--- config.mk ---
export PLATFORM = sky130hd
export DESIGN_NAME = quant_block_sequencer_flat
export DESIGN_NICKNAME = d
export VERILOG_FILES = /design/src/rtl/quant_block_sequencer_if.sv /design/src/rtl/quant_block_sequencer.sv /design/src/flat_wrapper.sv
export SDC_FILE = /design/constraint.sdc
export NUM_CORES = 1
export LEC_CHECK = 0
export ABC_AREA = 1
export BUFFER_PORTS_ARGS = -buffer_cell sky130_fd_sc_hd__buf_2
export CAP_MARGIN = 20
export CORE_AREA = 2 2 209 211
export CTS_CLUSTER_DIAMETER = 120
export DETAILED_ROUTE_END_ITERATION = 6
export DIE_AREA = 0 0 211 213
export SLEW_MARGIN = 20
export SYNTH_ARGS = -nofsm -noshare
export SYNTH_HDL_FRONTEND = slang
export SYNTH_SLANG_ARGS = --single-unit
--- constraint.sdc ---
create_clock -name clk_i -period 2.85 [get_ports clk_i]
set_clock_uncertainty 0.15 [all_clocks]
set_input_delay 0 -clock clk_i [delete_from_list [all_inputs] [get_ports clk_i]]
set_output_delay 0 -clock clk_i [all_outputs]
set_load 0.02 [all_outputs]
--- src/rtl/quant_block_sequencer_if.sv ---
// Row handshake bundle between the DCT clipping output, the sequencer and the downstream coder.
// master = environment side, slave = sequencer side.
interface quant_block_sequencer_if #(
    parameter int WIDTH = 16,
    parameter int DIM   = 8
);
    localparam int IDX_W = $clog2(DIM);

    logic                   in_valid;
    logic                   in_ready;
    logic [DIM*WIDTH-1:0]   in_row;
    logic                   out_valid;
    logic                   out_ready;
    logic [DIM*WIDTH-1:0]   out_row;
    logic [IDX_W-1:0]       out_row_idx;
    logic                   out_last_row;
    logic                   out_last_blk;

    modport master (
        output in_valid, in_row, out_ready,
        input  in_ready, out_valid, out_row, out_row_idx, out_last_row, out_last_blk
    );

    modport slave (
        input  in_valid, in_row, out_ready,
        output in_ready, out_valid, out_row, out_row_idx, out_last_row, out_last_blk
    );
endinterface

--- src/rtl/quant_block_sequencer.sv ---
// Two-stage row sequencer around the combinational quantization stage for one compression job.
// Optional all-zero row flag and counter enabled by defining QUANT_ZERO_ROW_FLAG_EN.
//
// state | meaning
// IDLE  | waiting for start, input closed
// RUN   | accepting rows until the last row of the job is taken
// DRAIN | input closed, flushing S1/S2 downstream
// DONE  | single-cycle done pulse, then back to IDLE
module quant_block_sequencer #(
    parameter int WIDTH     = 16,
    parameter int DIM       = 8,
    parameter int BLK_CNT_W = 12
) (
    input  logic                          clk_i,
    input  logic                          rst_i,
    input  logic                          start_i,
    input  logic [BLK_CNT_W-1:0]          num_blocks_i,
    output logic [DIM*WIDTH-1:0]          q_in_o,
    input  logic [DIM*WIDTH-1:0]          q_out_i,
    quant_block_sequencer_if.slave        bus,
`ifdef QUANT_ZERO_ROW_FLAG_EN
    output logic                          out_zero_row_o,
    output logic [BLK_CNT_W+$clog2(DIM)-1:0] zero_row_cnt_o,
`endif
    output logic                          busy_o,
    output logic                          done_o
);
    localparam int IDX_W = $clog2(DIM);
    localparam int DW    = DIM * WIDTH;

    typedef enum logic [1:0] {IDLE, RUN, DRAIN, DONE} state_e;

    state_e                 state_q;
    logic                   busy_q;
    logic                   done_q;
    logic [BLK_CNT_W-1:0]   nblk_q;
    logic [BLK_CNT_W-1:0]   blk_cnt_q;
    logic [BLK_CNT_W-1:0]   blk_cnt_d;
    logic [IDX_W-1:0]       row_cnt_q;
    logic [IDX_W-1:0]       row_cnt_d;

    logic                   s1_v_q;
    logic [DW-1:0]          q_in_q;
    logic [IDX_W-1:0]       s1_idx_q;
    logic                   s1_lr_q;
    logic                   s1_lb_q;

    logic                   s2_v_q;
    logic [DW-1:0]          out_row_q;
    logic [IDX_W-1:0]       s2_idx_q;
    logic                   s2_lr_q;
    logic                   s2_lb_q;

`ifdef QUANT_ZERO_ROW_FLAG_EN
    localparam int ZC_W = BLK_CNT_W + $clog2(DIM);
    logic                   zero_q;
    logic [ZC_W-1:0]        zero_cnt_q;
`endif

    logic s2_load, s1_adv, s1_load, in_ready, in_acc, out_acc, last_row_in, last_in;

    // in_ready sees out_ready only through the valid bits, never through data.
    always_comb begin
        s2_load     = !s2_v_q || bus.out_ready;
        s1_adv      = s1_v_q && s2_load;
        s1_load     = !s1_v_q || s1_adv;
        in_ready    = (state_q == RUN) && s1_load;
        in_acc      = bus.in_valid && in_ready;
        out_acc     = s2_v_q && bus.out_ready;
        last_row_in = (row_cnt_q == IDX_W'(DIM - 1));
        last_in     = last_row_in && (blk_cnt_q == nblk_q - BLK_CNT_W'(1));
        row_cnt_d   = last_row_in ? '0 : row_cnt_q + IDX_W'(1);
        blk_cnt_d   = last_row_in ? blk_cnt_q + BLK_CNT_W'(1) : blk_cnt_q;
    end

    always_ff @(posedge clk_i) begin
        if (rst_i) begin
            state_q   <= IDLE;
            busy_q    <= 1'b0;
            done_q    <= 1'b0;
            nblk_q    <= '0;
            blk_cnt_q <= '0;
            row_cnt_q <= '0;
            s1_v_q    <= 1'b0;
            q_in_q    <= '0;
            s1_idx_q  <= '0;
            s1_lr_q   <= 1'b0;
            s1_lb_q   <= 1'b0;
            s2_v_q    <= 1'b0;
            out_row_q <= '0;
            s2_idx_q  <= '0;
            s2_lr_q   <= 1'b0;
            s2_lb_q   <= 1'b0;
`ifdef QUANT_ZERO_ROW_FLAG_EN
            zero_q     <= 1'b0;
            zero_cnt_q <= '0;
`endif
        end else begin
            case (state_q)
                IDLE: begin
                    if (start_i) begin
                        state_q   <= RUN;
                        busy_q    <= 1'b1;
                        nblk_q    <= (num_blocks_i == '0) ? BLK_CNT_W'(1) : num_blocks_i;
                        blk_cnt_q <= '0;
                        row_cnt_q <= '0;
                    end
                end
                RUN: begin
                    if (in_acc && last_in) begin
                        state_q <= DRAIN;
                    end
                end
                DRAIN: begin
                    if (out_acc && s2_lb_q) begin
                        state_q <= DONE;
                        done_q  <= 1'b1;
                    end
                end
                DONE: begin
                    state_q <= IDLE;
                    busy_q  <= 1'b0;
                    done_q  <= 1'b0;
                end
                default: state_q <= IDLE;
            endcase

            if (in_acc) begin
                row_cnt_q <= row_cnt_d;
                blk_cnt_q <= blk_cnt_d;
            end

            if (s1_load) begin
                s1_v_q <= in_acc;
                if (in_acc) begin
                    q_in_q   <= bus.in_row;
                    s1_idx_q <= row_cnt_q;
                    s1_lr_q  <= last_row_in;
                    s1_lb_q  <= last_in;
                end
            end

            // S2 holds everything while stalled; it only captures when S1 actually hands over.
            if (s2_load) begin
                s2_v_q <= s1_v_q;
                if (s1_v_q) begin
                    out_row_q <= q_out_i;
                    s2_idx_q  <= s1_idx_q;
                    s2_lr_q   <= s1_lr_q;
                    s2_lb_q   <= s1_lb_q;
`ifdef QUANT_ZERO_ROW_FLAG_EN
                    zero_q    <= (q_out_i == '0);
`endif
                end
            end

`ifdef QUANT_ZERO_ROW_FLAG_EN
            if (state_q == IDLE && start_i) begin
                zero_cnt_q <= '0;
            end else if (out_acc && zero_q) begin
                zero_cnt_q <= zero_cnt_q + ZC_W'(1);
            end
`endif
        end
    end

    assign q_in_o           = q_in_q;
    assign bus.in_ready     = in_ready;
    assign bus.out_valid    = s2_v_q;
    assign bus.out_row      = out_row_q;
    assign bus.out_row_idx  = s2_idx_q;
    assign bus.out_last_row = s2_lr_q;
    assign bus.out_last_blk = s2_lb_q;
    assign busy_o           = busy_q;
    assign done_o           = done_q;
`ifdef QUANT_ZERO_ROW_FLAG_EN
    assign out_zero_row_o   = zero_q;
    assign zero_row_cnt_o   = zero_cnt_q;
`endif
endmodule

--- src/flat_wrapper.sv ---
// flat-port wrapper written by rule: the top's interface ports become plain ports
module quant_block_sequencer_flat 
#(
    parameter int WIDTH     = 16,
    parameter int DIM       = 8,
    parameter int BLK_CNT_W = 12
)
  (clk_i, rst_i, start_i, num_blocks_i, q_in_o, q_out_i, busy_o, done_o, bus_in_valid, bus_in_row, bus_out_ready, bus_in_ready, bus_out_valid, bus_out_row, bus_out_row_idx, bus_out_last_row, bus_out_last_blk);
  quant_block_sequencer_if #(.WIDTH(WIDTH), .DIM(DIM)) bus_i ();
  input  logic clk_i;
  input  logic rst_i;
  input  logic start_i;
  input  logic [BLK_CNT_W-1:0] num_blocks_i;
  output logic [DIM*WIDTH-1:0] q_in_o;
  input  logic [DIM*WIDTH-1:0] q_out_i;
  output logic busy_o;
  output logic done_o;
  input wire logic [$bits(bus_i.in_valid)-1:0] bus_in_valid;
  input wire logic [$bits(bus_i.in_row)-1:0] bus_in_row;
  input wire logic [$bits(bus_i.out_ready)-1:0] bus_out_ready;
  output wire logic [$bits(bus_i.in_ready)-1:0] bus_in_ready;
  output wire logic [$bits(bus_i.out_valid)-1:0] bus_out_valid;
  output wire logic [$bits(bus_i.out_row)-1:0] bus_out_row;
  output wire logic [$bits(bus_i.out_row_idx)-1:0] bus_out_row_idx;
  output wire logic [$bits(bus_i.out_last_row)-1:0] bus_out_last_row;
  output wire logic [$bits(bus_i.out_last_blk)-1:0] bus_out_last_blk;
  assign bus_i.in_valid = bus_in_valid;
  assign bus_i.in_row = bus_in_row;
  assign bus_i.out_ready = bus_out_ready;
  assign bus_in_ready = bus_i.in_ready;
  assign bus_out_valid = bus_i.out_valid;
  assign bus_out_row = bus_i.out_row;
  assign bus_out_row_idx = bus_i.out_row_idx;
  assign bus_out_last_row = bus_i.out_last_row;
  assign bus_out_last_blk = bus_i.out_last_blk;
  quant_block_sequencer #(.WIDTH(WIDTH), .DIM(DIM), .BLK_CNT_W(BLK_CNT_W)) u_core (.clk_i(clk_i), .rst_i(rst_i), .start_i(start_i), .num_blocks_i(num_blocks_i), .q_in_o(q_in_o), .q_out_i(q_out_i), .bus(bus_i), .busy_o(busy_o), .done_o(done_o));
endmodule
# --- Word level (Yosys, flattened, before mapping) ---
# Cells that the tools add are included.
op_classes:
  muxes: 17
  eq_ne: 9
  add_sub_neg: 3
  reduce_logical: 25
ops:
  columns: ["cell", "count"]
  rows:
  - ["12-bit 2-to-1 mux", 5]
  - ["12-bit by 1-bit adder with 12-bit output (second input constant)", 1]
  - ["12-bit equality test", 1]
  - ["12-bit logical NOT", 1]
  - ["3-bit 2-to-1 mux", 4]
  - ["2-bit AND reduction", 6]
  - ["12-bit by 1-bit subtractor with 12-bit output (second input constant)", 1]
  - ["2-bit case mux with 4 select lines", 1]
  - ["2-bit nonzero test", 4]
  - ["1-bit logical AND", 7]
  - ["2-bit 2-to-1 mux", 3]
  - ["2-bit inequality test (second input constant)", 3]
  - ["3-bit AND reduction", 2]
  - ["2-bit equality test (second input constant)", 2]
  - ["1-bit case mux with 2 select lines", 2]
  - ["3-bit by 1-bit adder with 3-bit output (second input constant)", 1]
  - ["3-bit equality test (second input constant)", 1]
  - ["2-bit by 1-bit equality test with 1-bit output (second input constant)", 1]
  - ["1-bit logical NOT", 2]
  - ["2-bit logical NOT", 1]
  - ["1-bit logical OR", 2]
  - ["1-bit 2-to-1 mux", 2]
  - ["2-bit by 1-bit inequality test with 1-bit output (second input constant)", 1]
word_totals:
  regBits: 299
  input_bits: 273

# --- Depth between registers and ports, before layout ---
logic_depth:
  depth_word: 9
  mapped_depth: 16
  ltp_nobuf: 16

# --- Worst setup path before layout ---
# Ideal clock, no wire load.
synth_path:
  path_type: "register to register"
  start: "register u_core.state_q[1]"
  end: "register u_core.state_q[0]"
  arrival_ns: 1.468
  path_stages_with_launch: 15
  synth_period_minus_slack_ns: 1.733
  path_buffers: 1
  setup_slack_ns: 1.117
  path_cell_list: "dfxtp_1 > inv_1 > ha_1 > nand2_2 > nor2_4 > buf_6 > nand2_4 > nor2_2 > nand2_1 > nor2_2 > nand3_2 > nand2_2 > nand3_1 > nand2_1 > nor2_1"
synth_between:
  elab_chain_len: 6
  elab_cells_between_ends: 12
  classes_between: "eq/ne (6); mux (1); reduce/logical (5)"
synth_lines:
  columns: ["element", "line_no", "text"]
  rows:
  - ["start, declared", "quant_block_sequencer.sv:33", "state_e state_q;"]
  - ["start signal, assigned", "quant_block_sequencer.sv:78", "state_q <= IDLE;"]
  - ["start signal, assigned", "quant_block_sequencer.sv:102", "state_q <= RUN;"]
  - ["start signal, assigned", "quant_block_sequencer.sv:111", "state_q <= DRAIN;"]
  - ["2-bit by 1-bit equality test with 1-bit output", "quant_block_sequencer.sv:67, quant_block_sequencer.sv:99", null]
  - ["1-bit logical AND", "quant_block_sequencer.sv:67", "in_ready = (state_q == RUN) && s1_load;"]
  - ["1-bit logical AND", "quant_block_sequencer.sv:68", "in_acc = bus.in_valid && in_ready;"]
  - ["1-bit logical AND", "quant_block_sequencer.sv:110", "if (in_acc && last_in) begin"]
  - ["2-bit inequality test (no source line)", null, null]
  - ["3-bit AND reduction (no source line)", null, null]
# Several ways; a longest one is shown, not always the timed one.
# A chain may end at the register's enable or synchronous reset.

# --- Worst setup path after layout ---
layout_path:
  start: "register u_core.state_q[0]"
  end: "register u_core.nblk_q[0]"
layout_between:
  elab_chain_len: 2
layout_lines:
  columns: ["element", "line_no", "text"]
  rows:
  - ["2-bit logical NOT", "quant_block_sequencer.sv:99", "case (state_q)"]
  - ["2-bit AND reduction (no source line)", null, null]
  - ["end signal, assigned", "quant_block_sequencer.sv:104", "nblk_q <= (num_blocks_i == '0) ? BLK_CNT_W'(1) : num_blocks_i;"]
  - ["end, declared", "quant_block_sequencer.sv:36", "logic [BLK_CNT_W-1:0] nblk_q;"]
# No other way between the ends.

==> impl_metrics.yaml <==
run_status:
  run_status: "finished clean"
worst_setup_path:
  crit_chain: "inv_1, ha_1, nand2_1, buf_4, nor2_1, a221oi_1, dlygate4sd3_1"
  cp_num_cells: 7
  reg2reg_end: "u_core.nblk_q[0]"
  cp_slowest_cell: "dlygate4sd3_1"
  timing.critical_path.slowest_cell_delay_ns: 0.58
  timing.reg2reg.worst_path_depth: 7
  critical_path.startpoint: "u_core.state_q[0]"
  timing.reg2reg.setup_slack_ns: 0.46
  setup.worst_path.class: "reg -> reg"
  timing.critical_path.buf_inv: 3
  critical_path.reg2reg.startpoint: "u_core.state_q[0]"
  critical_path.endpoint_type: "flip-flop"
  cp_max_fo: 23
  cp.arrival_ns: 2.71
  setup.worst_path.start_class: "flip-flop"
  worst_ep_required_time_ns: 3.17
  cp_top_family: "buffers and inverters"
finish:
  final-instance-count-excl-fill: 2809
  nets_finish: 2514
  ff_latch_area_um2: 5990
  multi_input_comb_area_um2: 4470
  area_growth_syn_to_layout_pct: 66.6
  final_common_cell: "nor2_1"
  nFillCells: 4067
  layout-drive-gt1-share: 0.276
  commonest_cells_after_routing_fill_and_taps_aside: "559 x nor2_1, 537 x buf_2, 299 x dfxtp_1"
synth:
  ys_warn_count: 0
  netlist.top_cell.by_area: "dfxtp_1"
  synth_cell_type_count: 31
  synthesis.area_um2: 11000
  yosys.area.top_type_share: 0.544
  yosysSeqAreaShare: 0.544
  post_synth.cell_area_avg_um2: 7.58
  synthesis.instances: 1450
  ys_ff_latch: 299
  synth.net_count: 1731
  area_contributors_post_synth: "dfxtp_1 54%, nor2_1 19%, o21ai_0 13%"
timing:
  fmaxAchievable_mhz: 419
  rsz0062_at_grt: "no"
  min_period_ns: 2.39
  setup_viol: 0
  maxSlewHeadroom: 0.547
  final_hold_viol_count: 0
  fin_setup_tns_ns: 0
  drv_slew: 0
  min_period_over_period: 0.837
  tightestPinTransition_ns: 0.679
global_route:
  grt_overflow_total: 0
  globalRouteTotalUtil: 0.172
  antenna_found_initial: 2
  first_global_vias: 12457
  grt_first_pass_wirelength_mm: 62.8
  grt_start_max_net_pins: 135
detailed_routing:
  drt-pass1-iter-count: 5
  wirelength_mm: 41.2
  routed_wire_length_per_instance_um: 14.7
  route.detailed.drc: 0
  postRouteAntennaNets: 0
  drt-initial-drc-count: 963
  route.vias.total: 12673
  viasPerCell: 4.51
clock_network:
  clock-sinks: 299
  cts_root_buffer: "clkbuf_16"
  cts.htree.levels: 2
  cts-root-to-sink-buffers: 3
  clkSlewWorstSetupHoldPaths_ns: 0.06
  tritoncts_clock_tree: "done"
  clk-insertion-delay-late_ns: 0.52
  cts-buffers-inserted: 37
  quantity_of_gates_resized_following_cts: 0
min_path:
  holdPathStages: 4
  min-delay-start: "bus_in_row[110]"
  hp-class: "in -> reg"
  hold-path-endpoint: "u_core.q_in_o[110]"
pwr:
  max-vdd-ir-drop_mv: 0.551
  p_leak_nw: 8.77
  pwr_density_cell_nw_per_um2: 784
placed_design:
  numPortBuffers: 537
  finalWeightedCongestion: 0.852
  dp.cells: 2452
  dp.final_hpwl_mm: 25.9
job:
  max-cap-violations: 0
floorplanning:
  io-pin-count: 538
  initial_utilization: 0.258
  die_h_um: 213
  fp.coreArea_um2: 42700
  dieWidth_um: 211
  die_area_um2: 44900
  number_of_cell_rows: 76
[Yosys cell counts (all sizes together)]
library cell	count
nor2	564
o21ai	278
a211oi	9
ha	8
nor4	3
a22oi	1
xnor2	4
nand4	1
nand3	23
o21a	1
dfxtp	299
nand2	83
buf	18
a21oi	23
clkbuf	73
a41oi	1
a221oi	4
nand3b	1
inv	47
xor2	3
nor3b	1
nor3	5
[sequential cells by signal, summed over array words and instances (netlist names), 2 cells and up]
name	flops
u_core.q_in_o	128
u_core.bus.out_row	128
u_core.s1_idx_q	3
u_core.bus.out_row_idx	3
u_core.nblk_q	12
u_core.blk_cnt_q	12
u_core.row_cnt_q	3
u_core.state_q	2
[routing by layer]
metal,track usage,part of all wire
met4,0.0801,0.039
met1,0.196,0.40
met3,0.0494,0.077
met5,0,0
met2,0.297,0.48
[worst max-delay path by stage]
stage	end	slack (ns)
finish	u_core.nblk_q[0]	0.46
global placement	u_core.blk_cnt_q[9]	0.88
floorplan	u_core.state_q[0]	1.12
global route	u_core.nblk_q[0]	0.35
detailed placement	u_core.blk_cnt_q[7]	0.76
CTS	u_core.nblk_q[0]	0.49
[cell families (layout without fill, tap and decap cells)]
group | after synthesis | in the layout | synth area share
xor gates and xnor gates | 7 | 7 | 0.00558
DFF | 299 | 299 | 0.544
buffers and inverters | 138 | 947 | 0.0500
other | 0 | 4 | 0
and+or+nand+nor | 681 | 681 | 0.242
AOI/OAI and AO/OA | 317 | 317 | 0.148
adders and majority gates | 8 | 8 | 0.00910
[through the flow]
step | worst slack [ns] | util | area (µm²) | hold WS [ns] | power (W)
floorplan | 1.12 | - | 11000 | -0.0715 | 0.00775
global placement | 0.875 | 0.332 | 14200 | 0.0715 | 0.00905
detailed placement | 0.757 | 0.332 | 14200 | 0.0786 | 0.00912
CTS | 0.489 | 0.429 | 18300 | 0.0324 | 0.0145
global route | 0.353 | 0.429 | 18300 | 0.0741 | 0.0152
finish | 0.464 | 0.429 | 18300 | 0.0815 | 0.0144
[area by class of cell]
cell class / instances / share of cell area
Multi-Input combinational cell: 1013 / 0.244
Antenna cell: 4 / 0.000546
Clock inverter: 16 / 0.0144
Timing Repair Buffer: 835 / 0.313
Inverter: 47 / 0.0102
Clock buffer: 49 / 0.0541
Tap cell: 546 / 0.0373
Sequential cell: 299 / 0.327
[worst register-to-register path: cells and delay by family (launching register included)]
kind / cells / cell delay, ns
and+or+nand+nor: 2 / 0.29
buffers and inverters: 3 / 0.96
DFF: 1 / 0.40
adders and majority gates: 1 / 0.29
AOI/OAI and AO/OA: 1 / 0.25
[what timing repair did]
action                     CTS  global route
setup endpoints to repair    0             0
setup buffers                0             0
hold endpoints to repair   290             0
hold buffers               288             0
[where the power goes]
group / switching, W / internal (W)
sequential: 0.000392 / 0.00491
clock: 0.00181 / 0.00308
combinational: 0.00265 / 0.00152
Power figures use the tool's default switching activity.
